==> src/rtl/keypad_scanner_if.sv <==
// keypad_scanner_if: keypad pins plus the key-code bus from the scanner to the decoders
// master: scanner side (reads row_n, drives col_n/key_code/key_valid/key_held)
// slave:  keypad/decoder side
interface keypad_scanner_if;
    logic [3:0] row_n;
    logic [3:0] col_n;
    logic [3:0] key_code;
    logic       key_valid;
    logic       key_held;
    modport master (input row_n, output col_n, key_code, key_valid, key_held);
    modport slave (output row_n, input col_n, key_code, key_valid, key_held);
endinterface

==> src/rtl/keypad_scanner.sv <==
// keypad_scanner: scans a 4x4 active-low keypad, debounces presses/releases and emits 4-bit key codes
// Ports: clk, rst (async, active-high); kp (keypad_scanner_if.master):
//   row_n in (async rows), col_n out (one-hot-zero drive), key_code out,
//   key_valid out (1-cycle strobe), key_held out (press accepted, release not yet accepted)
// Optional: define KEYPAD_REPEAT_EN to enable auto-repeat strobes while a key stays held.
module keypad_scanner #(
    parameter int SCAN_DIV     = 16,
    parameter int DEBOUNCE_CNT = 1000,
    parameter int REPEAT_DLY   = 50000,
    parameter int REPEAT_PER   = 10000
) (
    input logic clk,
    input logic rst,
    keypad_scanner_if.master kp
);
    typedef enum logic [1:0] {SCAN, DEBOUNCE, HELD, RELEASE} state_t;
    localparam int SW = $clog2(SCAN_DIV);
    localparam int CW = $clog2(DEBOUNCE_CNT);
    localparam logic [SW-1:0] SCAN_LAST = SW'(SCAN_DIV - 1);
    localparam logic [CW-1:0] DB_LAST = CW'(DEBOUNCE_CNT - 1);
    // nibble index {row, col}: r0 = 1 2 3 A, r1 = 4 5 6 B, r2 = 7 8 9 C, r3 = * 0 # D
    localparam logic [63:0] KEY_MAP = 64'hDE0F_C987_B654_A321;
    if (SCAN_DIV < 4 || DEBOUNCE_CNT < 2 || REPEAT_PER < 1 || REPEAT_PER > REPEAT_DLY)
        $error("keypad_scanner: illegal parameter combination");
    state_t state, state_nx;
    logic [3:0] rs_m, rs, code, code_nx;
    logic [SW-1:0] div, div_nx;
    logic [CW-1:0] cnt, cnt_nx;
    logic [1:0] col, col_nx, row, row_nx, row_enc;
    logic valid, valid_nx, held, held_nx, row_only, rpt_fire;
    // row index of the single low row (only meaningful when exactly one is low)
    assign row_enc = {~rs[3] | ~rs[2], ~rs[3] | ~rs[1]};
    assign row_only = rs == ~(4'b0001 << row);
`ifdef KEYPAD_REPEAT_EN
    localparam int RW = $clog2(REPEAT_DLY);
    localparam logic [RW-1:0] RPT_LAST = RW'(REPEAT_DLY - 1);
    localparam logic [RW-1:0] RPT_RELOAD = RW'(REPEAT_DLY - REPEAT_PER);
    logic [RW-1:0] rpt, rpt_nx;
    // cleared while debouncing so every accepted press starts a fresh delay;
    // frozen in RELEASE so a bounce back to HELD keeps its progress
    always_comb begin
        rpt_nx = rpt;
        rpt_fire = 1'b0;
        if (state == DEBOUNCE)
            rpt_nx = '0;
        else if (state == HELD && !rs[row]) begin
            rpt_fire = rpt == RPT_LAST;
            rpt_nx = rpt_fire ? RPT_RELOAD : rpt + 1'b1;
        end
    end
    always_ff @(posedge clk or posedge rst)
        if (rst) rpt <= '0;
        else rpt <= rpt_nx;
`else
    assign rpt_fire = 1'b0;
`endif
    always_comb begin
        state_nx = state;
        div_nx = div;
        cnt_nx = cnt;
        col_nx = col;
        row_nx = row;
        code_nx = code;
        held_nx = held;
        valid_nx = rpt_fire;
        case (state)
            SCAN: begin
                div_nx = div == SCAN_LAST ? '0 : div + 1'b1;
                if (div == SCAN_LAST && $onehot(~rs)) begin
                    row_nx = row_enc;
                    cnt_nx = '0;
                    state_nx = DEBOUNCE;
                end else if (div == SCAN_LAST)
                    col_nx = col + 1'b1;
            end
            DEBOUNCE: begin
                if (!row_only) begin
                    state_nx = SCAN;
                    cnt_nx = '0;
                    div_nx = '0;
                    col_nx = col + 1'b1;
                end else if (cnt == DB_LAST) begin
                    state_nx = HELD;
                    cnt_nx = '0;
                    valid_nx = 1'b1;
                    held_nx = 1'b1;
                    code_nx = KEY_MAP[{row, col, 2'b00} +: 4];
                end else
                    cnt_nx = cnt + 1'b1;
            end
            HELD: begin
                if (rs[row]) begin
                    state_nx = RELEASE;
                    cnt_nx = '0;
                end
            end
            RELEASE: begin
                if (!rs[row]) begin
                    state_nx = HELD;
                    cnt_nx = '0;
                end else if (cnt == DB_LAST) begin
                    state_nx = SCAN;
                    cnt_nx = '0;
                    div_nx = '0;
                    held_nx = 1'b0;
                    col_nx = col + 1'b1;
                end else
                    cnt_nx = cnt + 1'b1;
            end
            default: state_nx = SCAN;
        endcase
    end
    always_ff @(posedge clk or posedge rst)
        if (rst) begin
            state <= SCAN;
            rs_m <= 4'hF;
            rs <= 4'hF;
            div <= '0;
            cnt <= '0;
            col <= '0;
            row <= '0;
            code <= '0;
            valid <= 1'b0;
            held <= 1'b0;
        end else begin
            state <= state_nx;
            rs_m <= kp.row_n;
            rs <= rs_m;
            div <= div_nx;
            cnt <= cnt_nx;
            col <= col_nx;
            row <= row_nx;
            code <= code_nx;
            valid <= valid_nx;
            held <= held_nx;
        end
    assign kp.col_n = ~(4'b0001 << col);
    assign kp.key_code = code;
    assign kp.key_valid = valid;
    assign kp.key_held = held;
endmodule

==> src/flat_wrapper.sv <==
// flat-port wrapper written by rule: the top's interface ports become plain ports
module keypad_scanner_flat 
#(
    parameter int SCAN_DIV     = 16,
    parameter int DEBOUNCE_CNT = 1000,
    parameter int REPEAT_DLY   = 50000,
    parameter int REPEAT_PER   = 10000
)
  (clk, rst, kp_row_n, kp_col_n, kp_key_code, kp_key_valid, kp_key_held);
  keypad_scanner_if kp_i ();
  input logic clk;
  input logic rst;
  input wire logic [$bits(kp_i.row_n)-1:0] kp_row_n;
  output wire logic [$bits(kp_i.col_n)-1:0] kp_col_n;
  output wire logic [$bits(kp_i.key_code)-1:0] kp_key_code;
  output wire logic [$bits(kp_i.key_valid)-1:0] kp_key_valid;
  output wire logic [$bits(kp_i.key_held)-1:0] kp_key_held;
  assign kp_i.row_n = kp_row_n;
  assign kp_col_n = kp_i.col_n;
  assign kp_key_code = kp_i.key_code;
  assign kp_key_valid = kp_i.key_valid;
  assign kp_key_held = kp_i.key_held;
  keypad_scanner #(.SCAN_DIV(SCAN_DIV), .DEBOUNCE_CNT(DEBOUNCE_CNT), .REPEAT_DLY(REPEAT_DLY), .REPEAT_PER(REPEAT_PER)) u_core (.clk(clk), .rst(rst), .kp(kp_i));
endmodule
==> config.mk <==
export PLATFORM = sky130hd
export DESIGN_NAME = keypad_scanner_flat
export DESIGN_NICKNAME = d
export VERILOG_FILES = /design/src/rtl/keypad_scanner_if.sv /design/src/rtl/keypad_scanner.sv /design/src/flat_wrapper.sv
export SDC_FILE = /design/constraint.sdc
export NUM_CORES = 1
export LEC_CHECK = 0
export CORE_MARGIN = 4
export CORE_UTILIZATION = 61
export DETAILED_ROUTE_END_ITERATION = 8
export MAX_ROUTING_LAYER = met4
export PLACE_DENSITY = 0.82
export SYNTH_ARGS = -nofsm -noshare
export SYNTH_HDL_FRONTEND = slang
export SYNTH_SLANG_ARGS = --single-unit
==> constraint.sdc <==
create_clock -name clk -period 4.9 [get_ports clk]
set_input_delay 0.98 -clock clk [delete_from_list [all_inputs] [get_ports clk]]
set_output_delay 0.98 -clock clk [all_outputs]
set_load 0.1 [all_outputs]
# --- Word-level counts from Yosys, hierarchy flattened ---
# Cells that the tools add are included.
totals:
  out_inout_bits: 10
  input_bits: 6
  latch_bits: 0
  word_cells: 91
  mem_bits_rw: 0
  register_bits: 34
  memories: 0
  mem_bits_ro: 0
classes:
  n_eq_ne: 18
  n_shift: 3
  add_sub_neg: 6
  magnitude_cmp: 1
  n_reduce_logical: 11
  muxes: 34
  multipliers: 0
  div_mod_pow: 0
  bitwise_logic: 8
ops:
  columns: ["operator", "n"]
  rows:
  - ["64-bit by 7-bit indexed part select with 4-bit output, first input constant", 1]
  - ["10-bit 2-to-1 mux", 5]
  - ["10-bit case mux with 4 select lines", 1]
  - ["2-bit 2-to-1 mux", 11]
  - ["4-bit 2-to-1 mux", 4]
  - ["2-bit by 1-bit inequality test with 1-bit output, second input constant", 7]
  - ["4-bit NOT", 3]
  - ["4-bit case mux with 3 select lines", 1]
  - ["10-bit by 1-bit adder with 10-bit output, second input constant", 1]
  - ["10-bit == test, second input constant", 1]
  - ["1-bit 2-to-1 mux", 8]
  - ["2-bit case mux with 4 select lines", 1]
  - ["4-bit AND reduction", 2]
  - ["1-bit by 2-bit left shift with 4-bit output, first input constant", 2]
  - ["2-bit case mux with 3 select lines", 1]
  - ["6-bit AND reduction", 1]
  - ["5-bit AND reduction", 1]
  - ["1-bit by 1-bit adder with 2-bit output", 2]
  - ["4-bit by 1-bit adder with 4-bit output, second input constant", 1]
  - ["2-bit == test, second input constant", 2]
  - ["4-bit == test", 1]
  - ["4-bit == test, second input constant", 1]
  - ["2-bit inequality test, second input constant", 2]
  - ["2-bit AND reduction", 2]
  - ["16 further kinds", 19]

# --- Depth between registers and ports, before layout ---
depth:
  depth_word: 7
  depth_mapped: 10
  ltp_nobuf: 9

# --- Worst setup path after synthesis ---
# No wires, ideal clock.
synth_timing:
  path_kind: "register to register"
  from: "register u_core.rs[0]"
  to: "register u_core.cnt[2]"
  path_slack_ns: 2.205
  period_less_slack_ns: 2.695
  setup_ns: 0.128
  arrival_ns: 2.567
  required_time_ns: 4.772
  path_stages_with_launch: 11
  path_cell_list: "dfstp_2 > inv_1 > ha_1 > ha_1 > fa_1 > or3b_2 > nor3_1 > a211oi_2 > buf_4 > a31oi_1 > o22ai_1"
synth_between:
  elab_chain_len: 7
synth_rtl:
  columns: ["element", "line", "rtl"]
  rows:
  - ["from (decl)", "keypad_scanner.sv:26", "logic [3:0] rs_m, rs, code, code_nx;"]
  - ["from (signal assigned)", "keypad_scanner.sv:128", "rs <= rs_m;"]
  - ["4-bit NOT", "keypad_scanner.sv:69", "if (div == SCAN_LAST && $onehot(~rs)) begin"]
  - ["1-bit by 1-bit adder with 2-bit output (not written as such)", "keypad_scanner.sv:69", null]
  - ["3-bit adder (not written as such)", "keypad_scanner.sv:69", null]
  - ["3-bit by 1-bit == test with 1-bit output", "keypad_scanner.sv:69", null]
  - ["1-bit logical AND", "keypad_scanner.sv:69", null]
  - ["2-bit by 1-bit inequality test with 1-bit output (no source line)", null, null]
  - ["2-bit AND reduction (no source line)", null, null]
  - ["to (signal assigned)", "keypad_scanner.sv:130", "cnt <= cnt_nx;"]
  - ["to (decl)", "keypad_scanner.sv:28", "logic [CW-1:0] cnt, cnt_nx;"]
# Parallel ways exist; a longest one is shown, timed or not. The select of a mux whose other input is x is not followed.
# A chain may end at the register's enable or synchronous reset.

# --- Worst setup path in the final report ---
layout_timing:
  from: "register u_core.col[0]"
  to: "output port kp_col_n[2]"
layout_between:
  elab_chain_len: 2
layout_rtl:
  columns: ["element", "line", "rtl"]
  rows:
  - ["from (decl)", "keypad_scanner.sv:29", "logic [1:0] col, col_nx, row, row_nx, row_enc;"]
  - ["from (signal assigned)", "keypad_scanner.sv:131", "col <= col_nx;"]
  - ["1-bit by 2-bit left shift with 4-bit output", "keypad_scanner.sv:137", "assign kp.col_n = ~(4'b0001 << col);"]
  - ["4-bit NOT", "keypad_scanner.sv:137", null]
  - ["to (decl)", "flat_wrapper.sv:14", "output wire logic [$bits(kp_i.col_n)-1:0] kp_col_n;"]
# No other way between the ends.

==> results.tsv <==
metric	value	unit
GRT Total Usage	0.211	
register area	861	um^2
drt first pass iters	4	
Total Neg Setup Slack	0	ps
maximum clock rate	297	MHz
GR met3 Demand/Resource	0.0475	
worst-case reg-to-reg path depth	9	
final worst-path cycle share	0.686	
worst min path class	reg -> reg	
sequential share of power	0.382	
Die W	63.9	um
WHS Path Cells	0	
Nets	222	
clock transition at the registers of the reported paths	100	ps
ys async rst share	1.00	
port bufs	15	
busiest layer in global routing	met2	
crit start category	flop	
status	complete, no violations	
GP Congestion	0.806	
vias in the first global route	1444	
Net Sw Frac	0.429	
clock sink total	34	
worst slew pin tran	977	ps
flop2flop setup slack	2030	ps
hold endpoint	u_core.rs[1]$_DFF_PP1_	
WL/cell	14.3	um
Hold Buf Count CTS	0	
Mapped Area	1900	um^2
Setup Crit Path Kind	reg -> out	
cts bufs inserted	5	
Req. time, crit path	3920	ps
Slew HR	0.347	
DRT antenna net count	0	
via count	1379	
CTS tree	built	
Final Worst Setup Slack	1540	ps
sw power	0.431	mW
Diodes inserted	0	
clock power share	0.204	
area growth from synthesis to layout	13.5	%
max-slew violations	0	
RSZ-0062 raised after global routing	no	
Ports	16	
Layout Skew	3.76	ps
Post-synth top flop	dfrtp_1	
Final Hold Viols	0	
initial antenna violation count	0	
hold path start	u_core.rs_m[1]$_DFF_PP1_	
Final Setup Violations	0	
Initial Util	0.629	
syn nets	205	
final WL	3560	um
CP max FO	6	
Critical Path AT	2380	ps
first-pass GRT wire length	6530	um
Post-synth EDFFs	0	
Setup Buffers After CTS	0	
Overflow after GRT	0	
pwr dens	465	nW/um^2
Max Root-Sink Buffers	2	
met1 usage	0.226	
CTS H-tree lvls	2	
Critical R2R Capture	u_core.cnt[6]$_DFFE_PP0P_	
R2R Path Start	u_core.rs[0]$_DFF_PP1_	
post-place setup slack	1920	ps
DRC	0	
Filler Cell Count	211	
Critical Path Start	u_core.col[0]$_DFFE_PP0P_	
die area	4080	um^2
clk root buf	clkbuf_4	
Worst-Skew Late Latency	340	ps
DR vias/cell	5.56	
warnings from Yosys	0	
Total Power	1.00	mW
post-DP HPWL	2640	um
Seq cells post-synth	34	
CORE AREA	3030	um^2
average cell area after synthesis	10.2	um^2
Post-Syn Instances	186	
Die H	63.9	um
pin count of the biggest net entering global routing	35	
multi-input logic area	942	um^2
post-synthesis sequential area ratio	0.452	
1st-iter DRT viols	82	
layout cells sized above 1	0.172	
crit end category	output pin	
power share of the combinational group	0.415	
Yosys cell types	47	
Int Power	0.574	mW
min Tclk post-route	3360	ps
number of max-cap violations	0	
met2 Track Usage GR	0.378	
Max IR drop VDD	0.274	mV
Core Rows	20	
Gates resized, CTS repair	0	
leakage power	1.01	nW
worst max-delay path, stage by stage, from the launching register on:
cell and delay (ps):
dfrtp_1 470, inv_1 130, ha_1 250, inv_1 60
clkdlybuf4s50_1 1130
synth_stat cells, types with 4 or more instances:
cell type,instances,share of area
dfrtp_1,26,0.34
and3_1,6,0.020
nor3_1,4,0.011
nand2_1,24,0.047
xnor2_1,4,0.018
dfstp_2,8,0.11
ha_1,12,0.079
inv_1,17,0.034
nand3_1,8,0.021
mux2_4,5,0.039
nor2_1,8,0.016
o21ai_0,6,0.016
o21ai_1,9,0.024
metrics by stage:
| step | hold slack, ps | instances | utilization | area [um^2] |
|---|---|---|---|---|
| floorplan | 345 | 186 | - | 1900 |
| global placement | 347 | 240 | 0.687 | 2080 |
| detailed placement | 349 | 240 | 0.687 | 2080 |
| CTS | 366 | 248 | 0.714 | 2160 |
| global route | 368 | 248 | 0.714 | 2160 |
| finish | 363 | 248 | 0.714 | 2160 |
state kept, by name, summed over array words and instances (netlist names):
signal / count
u_core.cnt: 10
u_core.col: 2
u_core.div: 4
u_core.kp.key_code: 4
u_core.kp.key_held: 1
u_core.kp.key_valid: 1
u_core.row: 2
u_core.rs: 4
u_core.rs_m: 4
u_core.state: 2
layout by cell type, fill, tap and decap left out, types with 3 or more instances in the layout:
cell type / instances
o21ai_0: 6
and3_1: 6
mux2_4: 5
a21oi_1: 3
a31oi_1: 3
nand3_1: 8
ha_1: 12
clkbuf_4: 5
nor2_1: 8
o21ai_1: 9
nand2_1: 24
xnor2_1: 4
inv_1: 17
clkdlybuf4s50_1: 15
dfstp_2: 8
dfrtp_1: 26
nor3_1: 4
and2_1: 3
kinds of logic (layout without fill, tap and decap cells):
group           Yosys count  count (layout)  synth area share
buf+inv                  23              41            0.0532
simple gates             67              67             0.187
xor+xnor                  4               4            0.0184
fa+ha+maj                14              14            0.0946
mux                       8               8            0.0618
flops                    34              34             0.452
compound gates           36              36             0.133
layout make-up:
class | count | share of cell area
clock inverter | 3 | 0.0208
timing repair buffer | 16 | 0.0729
multi-input combinational | 129 | 0.436
sequential | 34 | 0.398
inverter | 17 | 0.0295
tap | 44 | 0.0255
clock buffer | 5 | 0.0174
power by group through the flow:
stage / Combinational [mW] / Sequential [mW] / Clock, mW
after detailed placement: 0.416 / 0.387 / 0
after floorplan: 0.345 / 0.361 / 0
after global placement: 0.394 / 0.380 / 0
final: 0.417 / 0.384 / 0.205
after CTS: 0.419 / 0.382 / 0.210
after global routing: 0.453 / 0.392 / 0.223
how the worst max path moves through the flow:
stage | cells past startpoint | endpoint | slack (ps)
2_1_floorplan | 10 | u_core.cnt[2]$_DFFE_PP0P_ | 2200
3_3_place_gp | 4 | kp_col_n[2] | 2010
3_5_place_dp | 4 | kp_col_n[2] | 1920
4_1_cts | 4 | kp_col_n[2] | 1530
5_1_grt | 4 | kp_col_n[2] | 1440
6_report | 4 | kp_col_n[2] | 1540
routing by layer:
metal / part of all wire / vias to the layer above
li1: - / 677
met1: 0.40 / 667
met2: 0.54 / 26
met3: 0.041 / 9
met4: 0.019 / 0
met5: 0 / -
Power figures use the tool's default switching activity.
==> RTL edit 1 (same settings) <==
`DEBOUNCE_CNT` is set to 1000 in 2 places; all go to 250.
--- a/src/rtl/keypad_scanner.sv
+++ b/src/rtl/keypad_scanner.sv
@@ -6,5 +6,5 @@
 module keypad_scanner #(
     parameter int SCAN_DIV     = 16,
-    parameter int DEBOUNCE_CNT = 1000,
+    parameter int DEBOUNCE_CNT = 250,
     parameter int REPEAT_DLY   = 50000,
     parameter int REPEAT_PER   = 10000
--- a/src/flat_wrapper.sv
+++ b/src/flat_wrapper.sv
@@ -3,5 +3,5 @@
 #(
     parameter int SCAN_DIV     = 16,
-    parameter int DEBOUNCE_CNT = 1000,
+    parameter int DEBOUNCE_CNT = 250,
     parameter int REPEAT_DLY   = 50000,
     parameter int REPEAT_PER   = 10000
Formal check against the unedited RTL: same outputs for any inputs over 10 cycles, from zero or initial values and one cycle with rst high; that may be too few to reach the edited logic, so the function may still have changed.
==> RTL edit 1 against the unedited design <==
  * Area after synthesis down 5.4%
  * Sequential cell count down 2
  * Routed wire length down 4.2%
  * Maximum frequency up 0.80%
  * Power up 1.7%
  * Cell area down 4.8%
  * Sequential share of layout area down 0.42 points
  * Worst setup slack better by 0.027 ns
  * Critical path type unchanged
  * Largest power group unchanged
==> RTL edit 1: results (changes against the unedited design) <==
For the number of warnings printed during yosys synthesis, the log shows 0 (unchanged). The power density over cell area works out to 496 mW/mm2 (was 465 mW/mm2). The complex-gate fraction of the synthesized area came out at 16.9% (was 13.3%). The number of nets in the layout is 211 (was 222), and the cell leakage power is 0.961 nW (was 1.01 nW). The logs give 192 (was 205) for the synthesized netlist net count and 0.876 (was 0.806) for the global placement routability congestion. The maximum fanout along the worst path is 5 (was 6), and the combined global-route utilization of all metal layers is 20.5% (was 21.1%). The proportion of synthesized area in mux cells came out at 7.29% (was 6.18%).

Most used standard cells in the synthesized netlist: 24 x sky130_fd_sc_hd__dfrtp_1, 17 x sky130_fd_sc_hd__inv_1, 17 x sky130_fd_sc_hd__nand2_1, 13 x sky130_fd_sc_hd__ha_1, 10 x sky130_fd_sc_hd__o21ai_0 (was 26 x sky130_fd_sc_hd__dfrtp_1, 24 x sky130_fd_sc_hd__nand2_1, 17 x sky130_fd_sc_hd__inv_1, 12 x sky130_fd_sc_hd__ha_1, 9 x sky130_fd_sc_hd__o21ai_1). The primary flip-flop cell chosen by synthesis mapping is sky130_fd_sc_hd__dfrtp_1 (unchanged). The logs give 3410 um (was 3560 um) for the total wire length and 6160 um (was 6530 um) for the global-route wire length before repair. The fraction of layout cells with a size suffix above 1 came out at 16.1% (was 17.2%).

The mean number of vias per cell is 6.11 (was 5.56), and the transition time at the pin with the least slew margin is 0.990 ns (was 0.977 ns). The adder and majority gate portion of the synthesized area was 10.1% (was 9.46%). The post-synthesis xor/xnor area fraction works out to 0.972% (was 1.84%).

Number of gates given a new drive strength after cts: 0 (unchanged). The number of global-route vias before repair was 1300 (was 1444); the number of flip-flops in the largest register was 8 (was 10). The logs give 0 (unchanged) for the number of diodes and 0.00949 ns (was 0.00376 ns) for the worst clock skew. The share of the synthesized area in the top cell type was 33.3% (was 34.2%); the maximum number of pins on one net before global-route repair was 21 (was 35). The HPWL reported at the end of detailed placement came out at 2640 um (about the same). The clock insertion delay at the later pin of the skew report is 0.33 ns, and the number of unique standard cell types used by synthesis is 49 (was 47). Top cells by area, synth: sky130_fd_sc_hd__dfrtp_1 33%, sky130_fd_sc_hd__dfstp_2 12%, sky130_fd_sc_hd__ha_1 9.0%, sky130_fd_sc_hd__inv_1 3.5%, sky130_fd_sc_hd__nand2_1 3.5% (was sky130_fd_sc_hd__dfrtp_1 34%, sky130_fd_sc_hd__dfstp_2 11%, sky130_fd_sc_hd__ha_1 7.9%, sky130_fd_sc_hd__nand2_1 4.7%, sky130_fd_sc_hd__mux2_4 3.9%). The register area share after synthesis is 45.0% (was 45.2%), and the standard cell area after detailed placement is 0.00198 mm2 (was 0.00208 mm2). For the CTS H-tree depth, the log shows 2 (unchanged). The total CTS buffers was 5 (unchanged). Iteration-0 DRC count of the detailed router: 78 (was 82).

The run finished with clean final reports. The logs give 4 (unchanged) for the total iterations of the first detailed-routing run and 0.000551 V (was 0.000274 V) for the worst-case vdd ir drop. The total net switching power came out at 0.000444 W (was 0.000431 W).

The largest register by flop count was u_core.cnt (unchanged). For the signal arrival time at the worst endpoint, the log shows 2.36 ns (was 2.38 ns).
RTL edit 1: cell count changes after synthesis, sizes merged, moves of 4 or more:
| cell | delta |
|---|---|
| and3 | -5 |
| nand2 | -8 |
| nor3 | +4 |
| o21ai | -4 |
| a21oi | +5 |
| buf | -4 |
RTL edit 1: critical path, stage by stage, from the launching register on:
cell and delay [ns]:
sky130_fd_sc_hd__dfrtp_1 0.45, sky130_fd_sc_hd__inv_1 0.14, sky130_fd_sc_hd__ha_1 0.25, sky130_fd_sc_hd__inv_1 0.06, sky130_fd_sc_hd__clkdlybuf4s50_1 1.13
RTL edit 1: cells by family after synthesis:
kind of cell    Yosys count
compound gates           43
xor+xnor                  2
fa+ha+maj                14
buf+inv                  21
flops                    32
mux                      10
simple gates             50
RTL edit 1: layer usage:
metal | GRT usage, % | vias to the layer above | wire (um)
met5 | - | - | 0
met4 | 8.75 | 0 | 75
met3 | 5.59 | 7 | 108
met2 | 31.6 | 23 | 1740
met1 | 25.3 | 683 | 1490
li1 | - | 650 | -
RTL edit 1: worst paths after layout:
path	start	end	slack (ns)	cells after the start
min in group asynchronous	rst	u_core.div[0]	0.96	2
min	u_core.rs_m[3]	u_core.rs[3]	0.36	0
max	u_core.col[0]	kp_col_n[2]	1.56	4
min reg2reg	u_core.rs_m[3]	u_core.rs[3]	0.36	0
max in group asynchronous	rst	u_core.rs_m[3]	3.25	3
max reg2reg	u_core.rs[3]	u_core.cnt[7]	1.97	9
RTL edit 1: stage by stage:
stage / hold slack [ns] / setup slack [ns] / power [W] / instances / util [%]
after global routing: 0.367 / 1.43 / 0.00110 / 223 / 74.0
after global placement: 0.346 / 2.00 / 0.000808 / 215 / 71.3
final: 0.362 / 1.56 / 0.00102 / 223 / 74.0
after CTS: 0.364 / 1.54 / 0.00103 / 223 / 74.0
after floorplan: 0.345 / 2.15 / 0.000728 / 172 / -
after detailed placement: 0.350 / 1.92 / 0.000830 / 215 / 71.3
RTL edit 1: area by class of cell:
cell class / count / area (um2)
Inverter: 17 / 63.8
Clock buffer: 6 / 41.3
Multi-Input combinational cell: 119 / 911
Timing Repair Buffer: 16 / 158
Sequential cell: 32 / 811
Clock inverter: 2 / 35.0
Fill cell: 178 / 723
Tap cell: 31 / 38.8
RTL edit 1: power groups by stage:
stage	Clock, W	Combinational, W	Sequential (W)
6_report	0.000197	0.000440	0.000386
3_3_place_gp	0	0.000427	0.000381
5_1_grt	0.000218	0.000483	0.000396
2_1_floorplan	0	0.000378	0.000350
4_1_cts	0.000202	0.000442	0.000384
3_5_place_dp	0	0.000441	0.000389
==> RTL edit 2 (config.mk and constraints unchanged) <==
Made on the original files. Re-encode `state_t` (4 states) as one-hot, 4 bits wide.
--- a/src/rtl/keypad_scanner.sv
+++ b/src/rtl/keypad_scanner.sv
@@ -14,5 +14,5 @@
     keypad_scanner_if.master kp
 );
-    typedef enum logic [1:0] {SCAN, DEBOUNCE, HELD, RELEASE} state_t;
+    typedef enum logic [3:0] {SCAN = 4'b0001, DEBOUNCE = 4'b0010, HELD = 4'b0100, RELEASE = 4'b1000} state_t;
     localparam int SW = $clog2(SCAN_DIV);
     localparam int CW = $clog2(DEBOUNCE_CNT);
Check against the original RTL: same outputs for any inputs over 10 cycles, from zero or initial values and one cycle with rst high; not proved beyond that.
==> RTL edit 2 against the unedited design <==
  * Power increased by 4.1%
  * Sequential share of layout area decreased by 1.4 points
  * Count of clock-buffer cells in the layout increased by 1
  * Worst setup slack improved by 0.020 ns
  * Routed wire length increased by 21%
  * Highest routed layer unchanged
  * Critical endpoint is now kp_col_n[0]
  * Sequential power increased by 8.1%
  * Cell area increased by 10%
  * Sequential cell count increased by 2
  * Area after synthesis increased by 14%
==> RTL edit 2: results (changes against the unedited design) <==
The flow ran to the end, and the final reports show no timing, DRC or antenna violations. The tools report the worst slack at placement as 1.94 ns (was 1.92 ns). The routed via count is 1639 (was 1379).

For the number of global-route vias before repair, the log shows 1694 (was 1444). The tools report the routing usage on met1 as 28.9% (was 22.6%). The signal arrival time at the worst endpoint is 2.36 ns (was 2.38 ns).

The fraction of layout cells with a size suffix above 1 is 16.6% (was 17.2%), and the maximum number of pins on one net before global-route repair is 37 (was 35). Minimum clock period: 3.34 ns (was 3.36 ns). The capturing instance or port of the critical path is kp_col_n[0] (was kp_col_n[2]). Top cells by area, synth: sky130_fd_sc_hd__dfrtp_1 31%, sky130_fd_sc_hd__dfstp_2 11%, sky130_fd_sc_hd__ha_1 6.9%, sky130_fd_sc_hd__nand2_1 4.5%, sky130_fd_sc_hd__inv_1 3.3% (was sky130_fd_sc_hd__dfrtp_1 34%, sky130_fd_sc_hd__dfstp_2 11%, sky130_fd_sc_hd__ha_1 7.9%, sky130_fd_sc_hd__nand2_1 4.7%, sky130_fd_sc_hd__mux2_4 3.9%). The destination of the worst register-to-register timing path is u_core.cnt[4] (was u_core.cnt[6]). For the global placement routability congestion, the log shows 0.844 (was 0.806).

The average instance area after synthesis is 10.2 um2 (about the same). The worst hold path startpoint was u_core.rs_m[2] (was u_core.rs_m[1]). The slack of the worst reg-to-reg path was 1.94 ns (was 2.03 ns); the worst-case vdd ir drop was 0.000427 V (was 0.000274 V). The run gives 5.32% (was 4.75%) as the met3 track utilization from global routing. The run gives 54 (was 47) as the number of unique standard cell types used by synthesis. The average detailed-routed wire length per instance is 15.6 um (was 14.3 um). The iteration-0 DRC count of the detailed router is 139 (was 82).

Cell leakage power: 1.06 nW (was 1.01 nW). The HPWL reported at the end of detailed placement is 3130 um (was 2640 um). Standard cell area after detailed placement: 0.00231 mm2 (was 0.00208 mm2). Launch point of the worst reg-to-reg path: u_core.rs[2] (was u_core.rs[0]). Number of fill cells: 256 (was 211). For the number of nets in the layout, the log shows 247 (was 222).

The combined global-route utilization of all metal layers was 23.5% (was 21.1%). The synthesized netlist net count is 231 (was 205), and the number of placed instances, taps included is 267 (was 240).
RTL edit 2: cell types whose count changed in the layout (fill, tap and decap cells not counted), sizes merged, moves of 3 or more:
cell    delta
a21oi      +5
nand3      +5
nand2      +3
o211ai     +4
nor4b      +3
o221ai     +3
o21ai      -3
RTL edit 2: logic make-up (layout without fill, tap and decap cells):
kind of cell	count (synthesis)	after routing	share of synthesized area [%]
simple gates	83	83	22.7
compound gates	42	42	14.5
flops	36	36	42.0
buf+inv	26	43	6.69
fa+ha+maj	13	13	7.84
mux	9	9	5.02
xor+xnor	3	3	1.21
RTL edit 2: per-layer routing:
layer | part of all wire [%] | wire, um | up-vias
li1 | - | - | 782
met5 | 0 | 0 | -
met1 | 44 | 1890 | 804
met3 | 3.1 | 135 | 10
met2 | 51 | 2200 | 43
met4 | 1.9 | 80 | 0
RTL edit 2: worst max-delay path: stages (launching register included):
cell and delay (ns):
sky130_fd_sc_hd__dfrtp_1 0.46, sky130_fd_sc_hd__inv_1 0.12, sky130_fd_sc_hd__ha_1 0.25, sky130_fd_sc_hd__inv_1 0.06, sky130_fd_sc_hd__clkdlybuf4s50_1 1.12
RTL edit 2: area by class of cell:
cell class | instances | area, um2 | share of cell area [%]
clock inverters | 2 | 15.0 | 0.632
clock buffers | 6 | 51.3 | 2.16
multi-input cells | 150 | 1110 | 46.8
well taps | 46 | 57.6 | 2.42
flip-flops and latches | 36 | 912 | 38.4
inverters | 19 | 71.3 | 3.00
repair buffers | 16 | 158 | 6.63
RTL edit 2: power by group:
part | switching (W) | internal, W
Combinational | 0.000292 | 0.000164
Clock | 0.000106 | 0.0000696
Sequential | 0.0000704 | 0.000344
